<file path="src/rtl/encode_pkg.sv">
// encode_pkg: header constants and encoding helpers shared by the packetizer.
package encode_pkg;
  localparam logic [2:0] HDR_3OF6 = 3'b001;
  localparam logic [2:0] HDR_CHK = 3'b010;
  localparam int NX_MAX = 1024;
  function automatic logic [5:0] enc3of6(input logic [2:0] v);
    case (v)
      3'd0: enc3of6 = 6'b000111;
      3'd1: enc3of6 = 6'b001011;
      3'd2: enc3of6 = 6'b001101;
      3'd3: enc3of6 = 6'b001110;
      3'd4: enc3of6 = 6'b010011;
      3'd5: enc3of6 = 6'b010101;
      3'd6: enc3of6 = 6'b010110;
      default: enc3of6 = 6'b011001;
    endcase
  endfunction
  // Fixed-bound loop keeps this synthesizable; callers zero-extend to NX_MAX bits.
  function automatic logic [3:0] nibble_xor(input logic [NX_MAX-1:0] v, input int n);
    nibble_xor = '0;
    for (int i = 0; i < NX_MAX / 4; i++)
      if (i < n) nibble_xor ^= v[4*i+:4];
  endfunction
endpackage

</file>
<file path="src/rtl/sync_fifo.sv">
// sync_fifo: power-of-2 depth FIFO with occupancy count and full/empty flags.
module sync_fifo #(
  parameter int WIDTH = 8,
  parameter int DEPTH = 4,
  localparam int AW = $clog2(DEPTH)
) (
  input  logic             clk,
  input  logic             rst_n,
  input  logic             push,
  input  logic             pop,
  input  logic [WIDTH-1:0] din,
  output logic [WIDTH-1:0] dout,
  output logic [AW:0]      count,
  output logic             full,
  output logic             empty
);
  logic [WIDTH-1:0] mem [DEPTH];
  logic [AW-1:0] wr_ptr, rd_ptr;
  logic do_push, do_pop;
  assign full = count == (AW+1)'(DEPTH);
  assign empty = count == '0;
  assign do_push = push && !full;
  assign do_pop = pop && !empty;
  assign dout = mem[rd_ptr];
  always_ff @(posedge clk or negedge rst_n)
    if (!rst_n) begin
      wr_ptr <= '0;
      rd_ptr <= '0;
      count <= '0;
    end else begin
      wr_ptr <= wr_ptr + AW'(do_push);
      rd_ptr <= rd_ptr + AW'(do_pop);
      count <= count + (AW+1)'(do_push) - (AW+1)'(do_pop);
    end
  always_ff @(posedge clk)
    if (do_push) mem[wr_ptr] <= din;
endmodule

</file>
<file path="src/rtl/encode_packetizer.sv">
// encode_packetizer: buffers node packets and emits 3-of-6 or checksummed router packets.
module encode_packetizer
  import encode_pkg::*;
#(
  parameter int PAYLOAD_W = 24,
  parameter int ADDR_W = 4,
  parameter int DEPTH = 4,
  localparam int PKT_W = 3 + ADDR_W + 2 * PAYLOAD_W,
  localparam int IN_W = 1 + ADDR_W + PAYLOAD_W,
  localparam int CW = $clog2(DEPTH) + 1
) (
  input  logic             clk,
  input  logic             rst_n,
  input  logic             in_valid,
  output logic             in_ready,
  input  logic [IN_W-1:0]  in_pkt,
  output logic             out_valid,
  input  logic             out_ready,
  output logic [PKT_W-1:0] out_pkt,
  output logic [CW-1:0]    fifo_count,
  output logic [15:0]      pkt_count
);
  logic [IN_W-1:0] head;
  logic [2*PAYLOAD_W-1:0] code;
  logic [PKT_W-1:0] enc;
  logic full, empty, load;
  // Ready depends only on occupancy so out_ready never reaches in_ready.
  assign in_ready = !full;
  assign load = !empty && (!out_valid || out_ready);
  sync_fifo #(.WIDTH(IN_W), .DEPTH(DEPTH)) u_fifo (
    .clk(clk),
    .rst_n(rst_n),
    .push(in_valid),
    .pop(load),
    .din(in_pkt),
    .dout(head),
    .count(fifo_count),
    .full(full),
    .empty(empty)
  );
  always_comb begin
    code = '0;
    for (int i = 0; i < PAYLOAD_W / 3; i++) code[6*i+:6] = enc3of6(head[3*i+:3]);
  end
  assign enc = head[IN_W-1]
    ? {HDR_3OF6, head[PAYLOAD_W+:ADDR_W], code}
    : {HDR_CHK, head[PAYLOAD_W+:ADDR_W], head[PAYLOAD_W-1:0],
       nibble_xor(NX_MAX'(head[PAYLOAD_W-1:0]), PAYLOAD_W / 4), {(PAYLOAD_W-4){1'b0}}};
  always_ff @(posedge clk or negedge rst_n)
    if (!rst_n) begin
      out_valid <= 1'b0;
      out_pkt <= '0;
      pkt_count <= '0;
    end else begin
      if (load) begin
        out_valid <= 1'b1;
        out_pkt <= enc;
      end else if (out_ready) out_valid <= 1'b0;
      if (out_valid && out_ready && pkt_count != 16'hFFFF) pkt_count <= pkt_count + 16'd1;
    end
endmodule
</file>
<file path="config.mk">
export PLATFORM = sky130hd
export DESIGN_NAME = encode_packetizer
export DESIGN_NICKNAME = d
export VERILOG_FILES = /design/src/rtl/encode_pkg.sv /design/src/rtl/sync_fifo.sv /design/src/rtl/encode_packetizer.sv
export SDC_FILE = /design/constraint.sdc
export NUM_CORES = 1
export LEC_CHECK = 0
export ABC_AREA = 1
export BUFFER_PORTS_ARGS = -buffer_cell sky130_fd_sc_hd__buf_2
export CORE_MARGIN = 4
export CORE_UTILIZATION = 61
export DETAILED_ROUTE_END_ITERATION = 8
export PLACE_DENSITY = 0.83
export SKIP_LAST_GASP = 1
export SYNTH_ARGS = -nofsm -noshare
export SYNTH_HDL_FRONTEND = slang
export SYNTH_HIERARCHICAL = 1
export SYNTH_SLANG_ARGS = --single-unit
</file>
<file path="constraint.sdc">
create_clock -name clk -period 5.8 [get_ports clk]
set_input_delay 0.58 -clock clk [delete_from_list [all_inputs] [get_ports clk]]
set_output_delay 0.58 -clock clk [all_outputs]
set_load 0.005 [all_outputs]
</file>
==> flow_summary_export.csv <==
group,metric,value,unit
timing,max_freq,299,MHz
global_routing,busiest_layer,"met2",
setup_path,crit_arrival,3.68,ns
timing,relSlewSlack,28.8,%
global_routing,grt_use_total,23.7,%
global_routing,gr-total-overflow,0,
global_routing,grt_pass1_vias,5838,
setup_path,path_depth,8,
setup_path,crit_slowest_cell,"nand3_1",
die,die_w,127,µm
setup_path,critPathMaxStageDelay,0.78,ns
final_layout,syn2layout_area_growth,13.6,%
die,io_pins,109,
setup_path,startpoint,"u_fifo/rd_ptr[1]",
drt,vias,6646,
synthesis,yosysUniqueCellTypes,38,
setup_path,critPathCapture,"out_pkt[21]",
timing,tightest_slew,1.06,ns
global_routing,grt_start_max_net_pins,76,
timing,min_period_over_period,57.6,%
place,port_buffers,104,
place,dp_hpwl,12200,µm
place,post-place-ws,2.49,ns
power,power,5.60,mW
global_routing,grt_pass1_wl,29800,µm
synthesis,synthTopCellsByArea,"edfxtp_1 40%, dfrtp_1 22%, nand2_1 11%",
global_routing,antenna_found_initial,0,
die,fp.dieH,127,µm
synthesis,synthTopCellsByCount,"262 x nand2_1, 143 x nor2_1, 116 x edfxtp_1, 81 x o21ai_0, 75 x dfrtp_1",
drt,ant_nets,0,
synthesis,synth_enable_flop_cells,116,
timing,setup_viol,0,
run_status,status,"completed",
final_layout,drive_above_1_share,15.4,%
setup_path,r2r-end,"out_pkt[21]",
die,rows,43,
setup_path,path_cells,"inv_2 -> o21ai_0 -> o21ai_1 -> nand3_1 -> clkinv_1 -> a31oi_1 -> nand2_1 -> inv_1",
clock_network,cts.sinks,191,
synthesis,synth_top_area_share,40.5,%
timing,drv_slew,0,
setup_path,start_kind,"flop",
synthesis,syn_inst,906,
synthesis,synth_area,8610,µm²
clock_network,cts_setup_buffers,0,
synthesis,ys_seq_area_share,62.3,%
setup_path,r2r-start,"u_fifo/rd_ptr[1]",
synthesis,synth_flop_cell,"edfxtp_1",
drt,route.detailed.drc,0,
setup_path,worst_path_dominant_cell_family,"buffers and inverters",
setup_path,cp_data_required_time,6.13,ns
synthesis,synth_seq_cells,191,
setup_path,r2r_setup_slack,2.46,ns
power,power.density,573,nW/µm²
clock_network,hold_buffers,0,
drt,drt_iter0_drc,683,
timing,fin_tns_setup,0,ns
drt,drt_wl_total,18900,µm
clock_network,clk_latency,0.44,ns
final_layout,nets,1037,
clock_network,clk_transition_reported_paths,0.08,ns
die,die_area,16100,µm²
die,initial_utilization,62.3,%
clock_network,ctsRootBufferMaster,"clkbuf_16",
setup_path,worstPathMaxFanout,59,
global_routing,grt_util_met2,37.0,%
timing,timing.hold.ws,0.284,ns
synthesis,syn_area_per_cell,9.50,µm²
min_path,hold_class,"in2async",
timing,rsz0062_at_grt,"no",
clock_network,htreeDepth,4,
final_layout,antennaDiodeCount,0,
timing,fin_crit,3.34,ns
timing,hold_viol_final,0,
place,place_congestion,0.910,
job,timing.max_cap.violations,0,
clock_network,clockBufferDepth,2,
setup_path,r2r_cells,8,
setup_path,end_kind,"flop",
timing,fin_ws,2.46,ns
drt,wl_per_cell,15.8,µm
clock_network,cts_made_buffers,17,
power,max-vdd-ir-drop,0.288,mV
synthesis,yosysMostFrequentCell,"nand2_1",
global_routing,use_met1,33.6,%
global_routing,grtUsageMet3,4.13,%
synthesis,synthArstFlopShare,39.3,%
synthesis,yosysWarnings,6,
timing,fin_skew,0.0124,ns
setup_path,path_buf_inv,3,
die,coreArea,13800,µm²
setup_path,critical_path_class,"reg2reg",
synthesis,yosys.area.top_type,"edfxtp_1",
power,leakage,4.29,nW
clock_network,cts_resized,0,
drt,vias_per_cell,5.57,
clock_network,tritoncts,"done",
drt,dr.pass1.iters,6,
registers in the layout, summed over array words and instances (netlist names):
| name | cells |
|---|---|
| u_fifo/wr_ptr | 2 |
| out_pkt | 51 |
| u_fifo/count | 3 |
| out_valid | 1 |
| u_fifo/mem | 116 |
| u_fifo/rd_ptr | 2 |
| pkt_count | 16 |
metal layers:
| layer | part of all wire, % | vias up | routed length, µm |
|---|---|---|---|
| li1 | - | 3212 | - |
| met1 | 44 | 3149 | 8230 |
| met2 | 47 | 249 | 8920 |
| met3 | 6.5 | 36 | 1220 |
| met4 | 2.6 | 0 | 488 |
| met5 | 0 | - | 0 |
worst register-to-register path, cell delays in order (launching register included):
cell and delay, ns:
dfrtp_1 0.39, inv_2 0.64, o21ai_0 0.20, o21ai_1 0.54
nand3_1 0.78, clkinv_1 0.44, a31oi_1 0.12, nand2_1 0.08
inv_1 0.04
per-stage QoR:
stage,area [µm²],utilization (%),instances
after floorplan,8620,-,909
after global placement,9200,66.5,1161
after detailed placement,9200,66.5,1161
after CTS,9780,70.7,1193
after global routing,9780,70.7,1193
final,9780,70.7,1193
cell families after synthesis:
kind of cell / Yosys count / synth area share [%]
AO/OA/AOI/OAI: 148 / 9.52
XOR/XNOR: 10 / 1.02
adder cells (fa/ha/maj): 4 / 0.669
buffers and inverters: 91 / 5.06
flip-flops: 191 / 62.3
other: 1 / 0.0436
AND/OR/NAND/NOR: 461 / 21.4
cells in the final DEF, fill, tap and decap left out, drive strengths merged, types with 3 or more instances in the layout:
cell	n
nor2	144
xnor2	5
inv	58
o211ai	7
nand4	7
a21oi	6
buf	112
a41oi	4
nand3	38
nor4	4
edfxtp	116
nand2	263
xor2	5
ha	3
nor3b	3
clkbuf	17
dfrtp	75
o221ai	4
o22ai	4
clkinv	5
o21ai	118
conb	4
worst min path at each step:
stage | depth (start not counted) | end | start
after floorplan | 0 | out_pkt[0] | rst_n
after global placement | 2 | out_pkt[52] | out_pkt[52]
after detailed placement | 2 | out_pkt[52] | out_pkt[52]
after CTS | 1 | pkt_count[3] | rst_n
after global routing | 1 | u_fifo/mem[2][25] | in_pkt[25]
final | 1 | out_pkt[24] | rst_n
final cells by class:
| cell class | count | area (µm²) |
|---|---|---|
| Sequential cell | 191 | 5360 |
| Fill cell | 1022 | 4050 |
| Multi-Input combinational cell | 627 | 2840 |
| Timing Repair Buffer | 112 | 583 |
| Clock buffer | 17 | 425 |
| Tap cell | 180 | 225 |
| Inverter | 51 | 194 |
| Clock inverter | 15 | 149 |
where the power goes:
part | switching (mW) | internal, mW
combinational | 1.67 | 0.770
sequential | 0.181 | 1.84
clock | 0.529 | 0.606
total | 2.38 | 3.22
Power figures use the tool's default switching activity.
